[src/rtl/ah_div_pkg.sv]
// Shared types and defaults for the divider issue scheduler.
// The tag index is sized for the largest supported requester count (8).
package ah_div_pkg;
  localparam int STAGES    = 16;
  localparam int LAT_DEF   = STAGES + 1;
  localparam int WIDTH_DEF = 50;
  localparam int IDX_W     = 3;

  typedef struct packed {
    logic             vld;
    logic [IDX_W-1:0] idx;
  } tag_t;
endpackage

[src/rtl/ah_rr_arbiter.sv]
// Round-robin one-hot arbiter with an internal rotating pointer.
// The pointer moves to one past the winner only on a grant.
module ah_rr_arbiter #(
  parameter  int NREQ = 4,
  localparam int IW   = $clog2(NREQ)
) (
  input  logic            clk,
  input  logic            rst_n,
  input  logic            en,
  input  logic [NREQ-1:0] req,
  output logic [NREQ-1:0] gnt,
  output logic [IW-1:0]   gnt_idx,
  output logic            gnt_any
);
  logic [IW-1:0] ptr_q, ptr_d;

  always_comb begin
    logic [IW-1:0] sel;
    sel     = '0;
    gnt     = '0;
    gnt_idx = '0;
    gnt_any = 1'b0;
    for (int off = 0; off < NREQ; off++) begin
      sel = IW'((int'(ptr_q) + off) % NREQ);
      if (en && !gnt_any && req[sel]) begin
        gnt[sel] = 1'b1;
        gnt_idx  = sel;
        gnt_any  = 1'b1;
      end
    end
    ptr_d = ptr_q;
    if (gnt_any) ptr_d = (gnt_idx == IW'(NREQ - 1)) ? '0 : gnt_idx + IW'(1);
  end

  always_ff @(posedge clk or negedge rst_n) begin
    if (!rst_n) ptr_q <= '0;
    else        ptr_q <= ptr_d;
  end
endmodule

[src/rtl/ah_div_sched.sv]
// Arbitrates NREQ requesters onto one fixed-latency pipelined divider and
// routes each result back to its issuer using a tag shift register.
module ah_div_sched
  import ah_div_pkg::*;
#(
  parameter  int WIDTH = WIDTH_DEF,
  parameter  int NREQ  = 4,
  parameter  int LAT   = LAT_DEF,
  localparam int IW    = $clog2(NREQ),
  localparam int CW    = $clog2(LAT + 1)
) (
  input  logic                  clk,
  input  logic                  rst_n,
  input  logic                  enable,
  input  logic [NREQ-1:0]       req_valid,
  output logic [NREQ-1:0]       req_ready,
  input  logic [NREQ*WIDTH-1:0] req_dividend,
  input  logic [NREQ*WIDTH-1:0] req_divisor,
  output logic                  div_start,
  output logic [WIDTH-1:0]      div_dividend,
  output logic [WIDTH-1:0]      div_divisor,
  input  logic                  div_data_valid,
  input  logic [WIDTH-1:0]      div_quotient,
  input  logic                  div_by_zero,
  output logic [NREQ-1:0]       rsp_valid,
  output logic [WIDTH-1:0]      rsp_quotient,
  output logic                  rsp_div_by_zero,
  output logic [CW-1:0]         inflight,
  output logic                  idle,
  output logic                  err_orphan
);
  logic [NREQ-1:0]     gnt;
  logic [IW-1:0]       gnt_idx;
  logic                gnt_any;
  tag_t [LAT-1:0]      tag_q, tag_d;
  tag_t                tag_out;
  logic                retire;
  logic [CW-1:0]       inflight_q, inflight_d;
  logic                err_orphan_q, err_orphan_d;

  // Gating with rst_n keeps grants off while reset is asserted.
  ah_rr_arbiter #(.NREQ(NREQ)) u_arb (
    .clk     (clk),
    .rst_n   (rst_n),
    .en      (enable & rst_n),
    .req     (req_valid),
    .gnt     (gnt),
    .gnt_idx (gnt_idx),
    .gnt_any (gnt_any)
  );

  assign req_ready = gnt;
  assign div_start = gnt_any;

  always_comb begin
    div_dividend = '0;
    div_divisor  = '0;
    for (int i = 0; i < NREQ; i++) begin
      if (gnt[i]) begin
        div_dividend = req_dividend[i*WIDTH +: WIDTH];
        div_divisor  = req_divisor[i*WIDTH +: WIDTH];
      end
    end
  end

  // Tag entry k is visible k+1 cycles after issue, so the last entry lines
  // up with the divider's data_valid exactly LAT cycles after div_start.
  always_comb begin
    tag_d[0].vld = gnt_any;
    tag_d[0].idx = IDX_W'(gnt_idx);
    for (int k = 1; k < LAT; k++) tag_d[k] = tag_q[k-1];
  end

  assign tag_out = tag_q[LAT-1];
  assign retire  = tag_out.vld & div_data_valid;

  always_comb begin
    for (int i = 0; i < NREQ; i++) rsp_valid[i] = retire && (tag_out.idx == IDX_W'(i));
  end

  assign rsp_quotient    = div_quotient;
  assign rsp_div_by_zero = div_by_zero;

  always_comb begin
    inflight_d = inflight_q;
    if (gnt_any && !retire && inflight_q != CW'(LAT))
      inflight_d = inflight_q + CW'(1);
    else if (!gnt_any && retire && inflight_q != '0)
      inflight_d = inflight_q - CW'(1);
    err_orphan_d = err_orphan_q | (tag_out.vld != div_data_valid);
  end

  always_ff @(posedge clk or negedge rst_n) begin
    if (!rst_n) begin
      tag_q        <= '0;
      inflight_q   <= '0;
      err_orphan_q <= 1'b0;
    end else begin
      tag_q        <= tag_d;
      inflight_q   <= inflight_d;
      err_orphan_q <= err_orphan_d;
    end
  end

  assign inflight   = inflight_q;
  assign err_orphan = err_orphan_q;
  assign idle       = !rst_n || (inflight_q == '0 && req_valid == '0);
endmodule

[config.mk]
export PLATFORM = sky130hd
export DESIGN_NAME = ah_div_sched
export DESIGN_NICKNAME = d
export VERILOG_FILES = /design/src/rtl/ah_div_pkg.sv /design/src/rtl/ah_rr_arbiter.sv /design/src/rtl/ah_div_sched.sv
export SDC_FILE = /design/constraint.sdc
export NUM_CORES = 1
export LEC_CHECK = 0
export ABC_AREA = 1
export CORE_AREA = 2 2 246 248
export DETAILED_ROUTE_END_ITERATION = 12
export DIE_AREA = 0 0 248 250
export SYNTH_ARGS = -nofsm -noshare
export SYNTH_HDL_FRONTEND = slang
export SYNTH_SLANG_ARGS = --single-unit
[constraint.sdc]
create_clock -name clk -period 8.65 [get_ports clk]
set_input_delay 2.1625 -clock clk [delete_from_list [all_inputs] [get_ports clk]]
set_output_delay 2.1625 -clock clk [all_outputs]
set_load 0.005 [all_outputs]
; ---- Word level (Yosys, flattened, before mapping)
; Cells that the tools add are included.
; Widths: inputs -> output; s select.
[word_totals]
reg_bits = 59
latch_bits = 0
mem_bits_rw = 0
mem_bits_ro = 0
memories = 0
[classes]
add_sub_neg = 6
n_mul = 0
div = 0
order_cmp = 8
eq_ne = 6
n_shift = 0
mux = 39
bitwise = 6
n_reduce_logical = 32
[ops]
columns = operator, n
row1 = $mux 50, 8
row2 = $logic_and 1x1->1, 20
row3 = $mux 4, 4
row4 = $lt 2x3->1 const B, 4
row5 = $mux 1, 12
row6 = $or 4x4->4, 3
row7 = $mux 2, 5
row8 = $mux 5, 2
row9 = $bmux 1 s2, 4
row10 = $demux 1 s2, 4
row11 = $ge 2x1->1 const B, 4
row12 = $eq 2x2->1 const B, 3
row13 = $logic_not 1->1, 6
row14 = $add 5x1->5 const B, 1
row15 = $logic_not 5->1, 1
row16 = $ne 5x5->1 const B, 1
row17 = $reduce_bool 5->1, 1
row18 = $sub 5x1->5 const B, 1
row19 = $add 2x1->2 const B, 2
row20 = $add 2x2->2 const B, 2
row21 = $logic_not 4->1, 1
row22 = $logic_not 3->1, 1
row23 = $and 1x1->1, 2
row24 = $eq 2x1->1 const B, 1
row25 = other kinds (4), 4

; ---- Longest topological paths before layout
[logic_depth]
depth_word = 21
depth_mapped = 19

; ---- Hierarchy
; From an unflattened synthesis, not the netlist that was laid out.
[hier_totals]
hier_cells = 917
hier_area_um2 = 6409.9
[modules_own_cells]
columns = module, instances, cells_each, area_per_inst_um2, seq_area_each_um2
row1 = ah_div_sched, 1, 835, 5860.6, 1426.4
row2 = ah_rr_arbiter, 1, 82, 549.3, 50.0

; ---- Worst setup path after synthesis
; Ideal clock, no wire load.
[synth_timing]
kind = input to output
start = input req_valid[3]
end = output div_dividend[0]
t_arrival_ps = 3460
setup_slack_ps = 3028
path_stages = 13
n_path_buf = 2
path_cell_list = nand2_1 nand3_2 nand2_4 nand4_1 nor2_4 nand2_1 nand2_2 buf_8 buf_8 nand2_1 nand2_1 nand2_1 a21oi_1
[synth_via]
elab_chain_cells = 20
[synth_rtl]
columns = element, line
row1 = "start, declared", ah_div_sched.sv:15  ; input logic [NREQ-1:0] req_valid,
row2 = $bmux 1 s2, ah_rr_arbiter.sv:25  ; if (en && !gnt_any && req[sel]) begin
row3 = $mux 1 (not written as such), ah_rr_arbiter.sv:25
row4 = $logic_and 1x1->1, ah_rr_arbiter.sv:25
row5 = $mux 1, ah_rr_arbiter.sv:25
row6 = $logic_not 1->1, ah_rr_arbiter.sv:25
row7 = $logic_and 1x1->1 (2 in a row), ah_rr_arbiter.sv:25
row8 = $mux 1, ah_rr_arbiter.sv:25
row9 = $logic_not 1->1, ah_rr_arbiter.sv:25
row10 = $logic_and 1x1->1 (2 in a row), ah_rr_arbiter.sv:25
row11 = $mux 1, ah_rr_arbiter.sv:25
row12 = $logic_not 1->1, ah_rr_arbiter.sv:25
row13 = $logic_and 1x1->1 (2 in a row), ah_rr_arbiter.sv:25
row14 = $mux 4 (*), ah_rr_arbiter.sv:25
row15 = $mux 50 (3 in a row), ah_div_sched.sv:59  ; if (gnt[i]) begin
row16 = $mux 50 (*), ah_div_sched.sv:59
row17 = "end, declared", ah_div_sched.sv:20  ; output logic [WIDTH-1:0] div_dividend,
; Every way passes the cells marked *; elsewhere a longest branch is shown, timed or not. The select of a mux whose other input is x is not followed.

; ---- Final worst setup path
[layout_timing]
start = input req_valid[3]
end = output div_divisor[21]
[layout_via]
elab_chain_cells = 20
[layout_rtl]
columns = element, line
row1 = $bmux 1 s2, ah_rr_arbiter.sv:25
row2 = $mux 1 (not written as such), ah_rr_arbiter.sv:25
row3 = $logic_and 1x1->1, ah_rr_arbiter.sv:25
row4 = $mux 1, ah_rr_arbiter.sv:25
row5 = $logic_not 1->1, ah_rr_arbiter.sv:25
row6 = $logic_and 1x1->1 (2 in a row), ah_rr_arbiter.sv:25
row7 = $mux 1, ah_rr_arbiter.sv:25
row8 = $logic_not 1->1, ah_rr_arbiter.sv:25
row9 = $logic_and 1x1->1 (2 in a row), ah_rr_arbiter.sv:25
row10 = $mux 1, ah_rr_arbiter.sv:25
row11 = $logic_not 1->1, ah_rr_arbiter.sv:25
row12 = $logic_and 1x1->1 (2 in a row), ah_rr_arbiter.sv:25
row13 = $mux 4 (*), ah_rr_arbiter.sv:25
row14 = $mux 50 (3 in a row), ah_div_sched.sv:59
row15 = $mux 50 (*), ah_div_sched.sv:59
row16 = "end, declared", ah_div_sched.sv:21  ; output logic [WIDTH-1:0] div_divisor,
; Marked as above.

==> flow_summary_export.csv <==
group,metric,value,unit
routing,vias,8790,
yosys,postSynthNetCount,1595,
worst_setup_path,setup.worst_path.class,"input pin to output pin",
timing,drv_slew,0,
timing,finalClockSkew,0.004660,ns
timing,fin_ws,1.095,ns
grt,grt_use_total,0.1071,
run,cap_violations,0,
power_and_ir_drop,p_leak,5.436,nW
routing,vias_per_cell,3.756,
cells_and_area,final_common_cell,"clkdlybuf4s50_1",
worst_setup_path,end_kind,"output pin",
worst_setup_path,critPathLaunchType,"input pin",
placement,pre_cts_ws,1.190,ns
clock_tree,clk_pin_slew,0.06,ns
cells_and_area,n_antenna_cell,0,
cells_and_area,fin_util,0.2096,
die,die_y,250,um
clock_tree,cts_tree,"built",
routing,dr.pass1.iters,5,
clock_tree,cts_hold_buffers,0,
routing,ant_nets,0,
grt,antenna_found_initial,1,
yosys,yosysWarnings,0,
timing,max_slew_margin,0.4543,
clock_tree,clock-sinks,59,
clock_tree,ctsRootBufferMaster,"clkbuf_16",
timing,rsz0062_at_grt,"no",
clock_tree,clock_latency,0.32,ns
cells_and_area,synthToLayoutAreaGrowth,91.75,%
routing,drt-total-wl,35.72,mm
routing,post_drt_wl_per_cell,15.26,um
die,rows,90,
die,die-width,248,um
timing,fmax,132.4,MHz
yosys,synth_seq_cells,59,
timing,tightest_slew,0.8185,ns
timing,setup_tns,0,ns
clock_tree,clockBufferDepth,2,
cells_and_area,fill_cells,6716,
grt,grt_pass1_wl,50.52,mm
clock_tree,cts_setup_buffers,0,
grt,grt-ovfl-total,0,
routing,first_iter_violations,416,
die,start_util,0.1093,
yosys,synth_area,6510,um^2
die,die_area,62000,um^2
die,pin_count,626,
cells_and_area,fin_nets,2023,
timing,period_needed,7.555,ns
cells_and_area,final_cell_mix,"522 x clkdlybuf4s50_1, 336 x nand2_1, 295 x a21oi_1",
yosys,ys_types,33,
placement,dp_hpwl,28.19,mm
run_status,status,"finished, final reports clean",
die,core_region_area,59570,um^2
timing,setup_viol,0,
yosys,synth_top_area_cell,"a21oi_1",
grt,grt_max_degree,102,
timing,hold_violations,0,
yosys,synthTopCellsByArea,"a21oi_1 23%, dfrtp_1 23%, nand2_1 20%, inv_1 6.7%, buf_4 6.3%",
worst_setup_path,path_max_fanout,72,
placement,place.gp.congestion,0.9067,
cells_and_area,drive_gt1_frac,0.04300,
yosys,ys_seq_area_frac,0.2268,
grt,grt_pass1_vias,8643,
clock_tree,cts_buffers,9,
timing,holdWs,0.3423,ns
placement,port_buffers,523,
timing,min_period_over_period,0.8735,
power_and_ir_drop,powerDensity,249.3,nW/um^2
yosys,syn_avg_cell_area,5.787,um^2
yosys,yosys.area.top_type_share,0.2268,
power_and_ir_drop,irDropWorstVdd,0.0001214,V
clock_tree,htreeDepth,3,
routing,drc,0,
worst_hold_path,hp-class,"flop to flop",
yosys,syn_inst,1125,
clock_tree,ctsResizeCount,0,
worst_setup_path,crit_required,6.49,ns
worst_setup_path,crit_arrival,5.39,ns
## path summary, 6_finish.rpt
path,endpoint,start,slack (ns),cells past startpoint
worst min register to register,tag_d[53],tag_d[49],0.34,0
worst max register to register,inflight[4],flop,5.24,19
worst max-delay path,div_divisor[21],req_valid[3],1.09,12
min in group asynchronous,asynchronous set/reset pin,rst_n,1.99,2
worst min-delay path,tag_d[53],tag_d[49],0.34,0
max in group asynchronous,err_orphan,rst_n,6.14,2
## layout make-up
cell class	instances	area [um^2]	share of cell area
sequential	59	1476	0.1183
timing repair buffer	543	5480	0.4390
multi-input combinational	819	3762	0.3014
inverter	121	459.2	0.03678
tap	782	978.4	0.07838
clock buffer	9	225.2	0.01804
clock inverter	7	101.3	0.008119
## per-stage QoR
stage          instances  area (um^2)  power [mW]
4_1_cts             2340        12480       3.146
3_5_place_dp        2324        12160       2.738
3_3_place_gp        2324        12160       2.740
5_1_grt             2340        12480       3.382
2_1_floorplan       1125         6510       1.545
6_report            2340        12480       3.112
## layer usage
metal  routed length, um  vias up  global-route usage
met5                  11        -                   0
met4                1237        2             0.03901
met3                3673       77             0.03355
met2               16770      467              0.1879
met1               14020     3868              0.1202
li1                    -     4376                   -
## where the power goes
group	internal (mW)	switching, mW	total [mW]
logic	1.17	1.12	2.28
clock network	0.254	0.127	0.381
registers	0.394	0.0538	0.447
total	1.81	1.30	3.11
## kinds of logic after synthesis
kind of cell,synth area share
buffers and inverters,0.1995
AO/OA/AOI/OAI,0.2506
flip-flops,0.2268
adder cells (fa/ha/maj),0.02229
XOR/XNOR,0.004037
AND/OR/NAND/NOR,0.2968
## registers in the layout, indices dropped and copies added (netlist names), named ones only
| signal | count |
|---|---|
| tag_out | 3 |
| tag_d | 48 |
| u_arb.ptr_q | 1 |
| inflight | 5 |
| err_orphan | 1 |
## worst max-delay path, cell delays in order
cell and delay [ns]:
clkdlybuf4s50_1 0.43, nand2_1 0.12, nand3_2 0.12, nand2_4 0.13, nand4_1 0.14, nor2_4 0.18, nand2_1 0.11, nand2_4 0.44
buf_12 0.32, a21oi_1 0.13, a21oi_1 0.38, clkdlybuf4s50_1 0.58
## Yosys cell counts (all sizes together)
cell and number:
or4 1, nand2 345, a31oi 1, o211ai 1
buf 108, dfrtp 59, fa 1, o21ai 9
o21bai 1, nand4 5, ha 10, nand3 18
a21oi 304, clkbuf 18, xnor2 1, nor3 7
inv 121, nor2 111, or2 1, xor2 2
o22ai 1
Note: power is estimated with default switching activity, not from simulation.
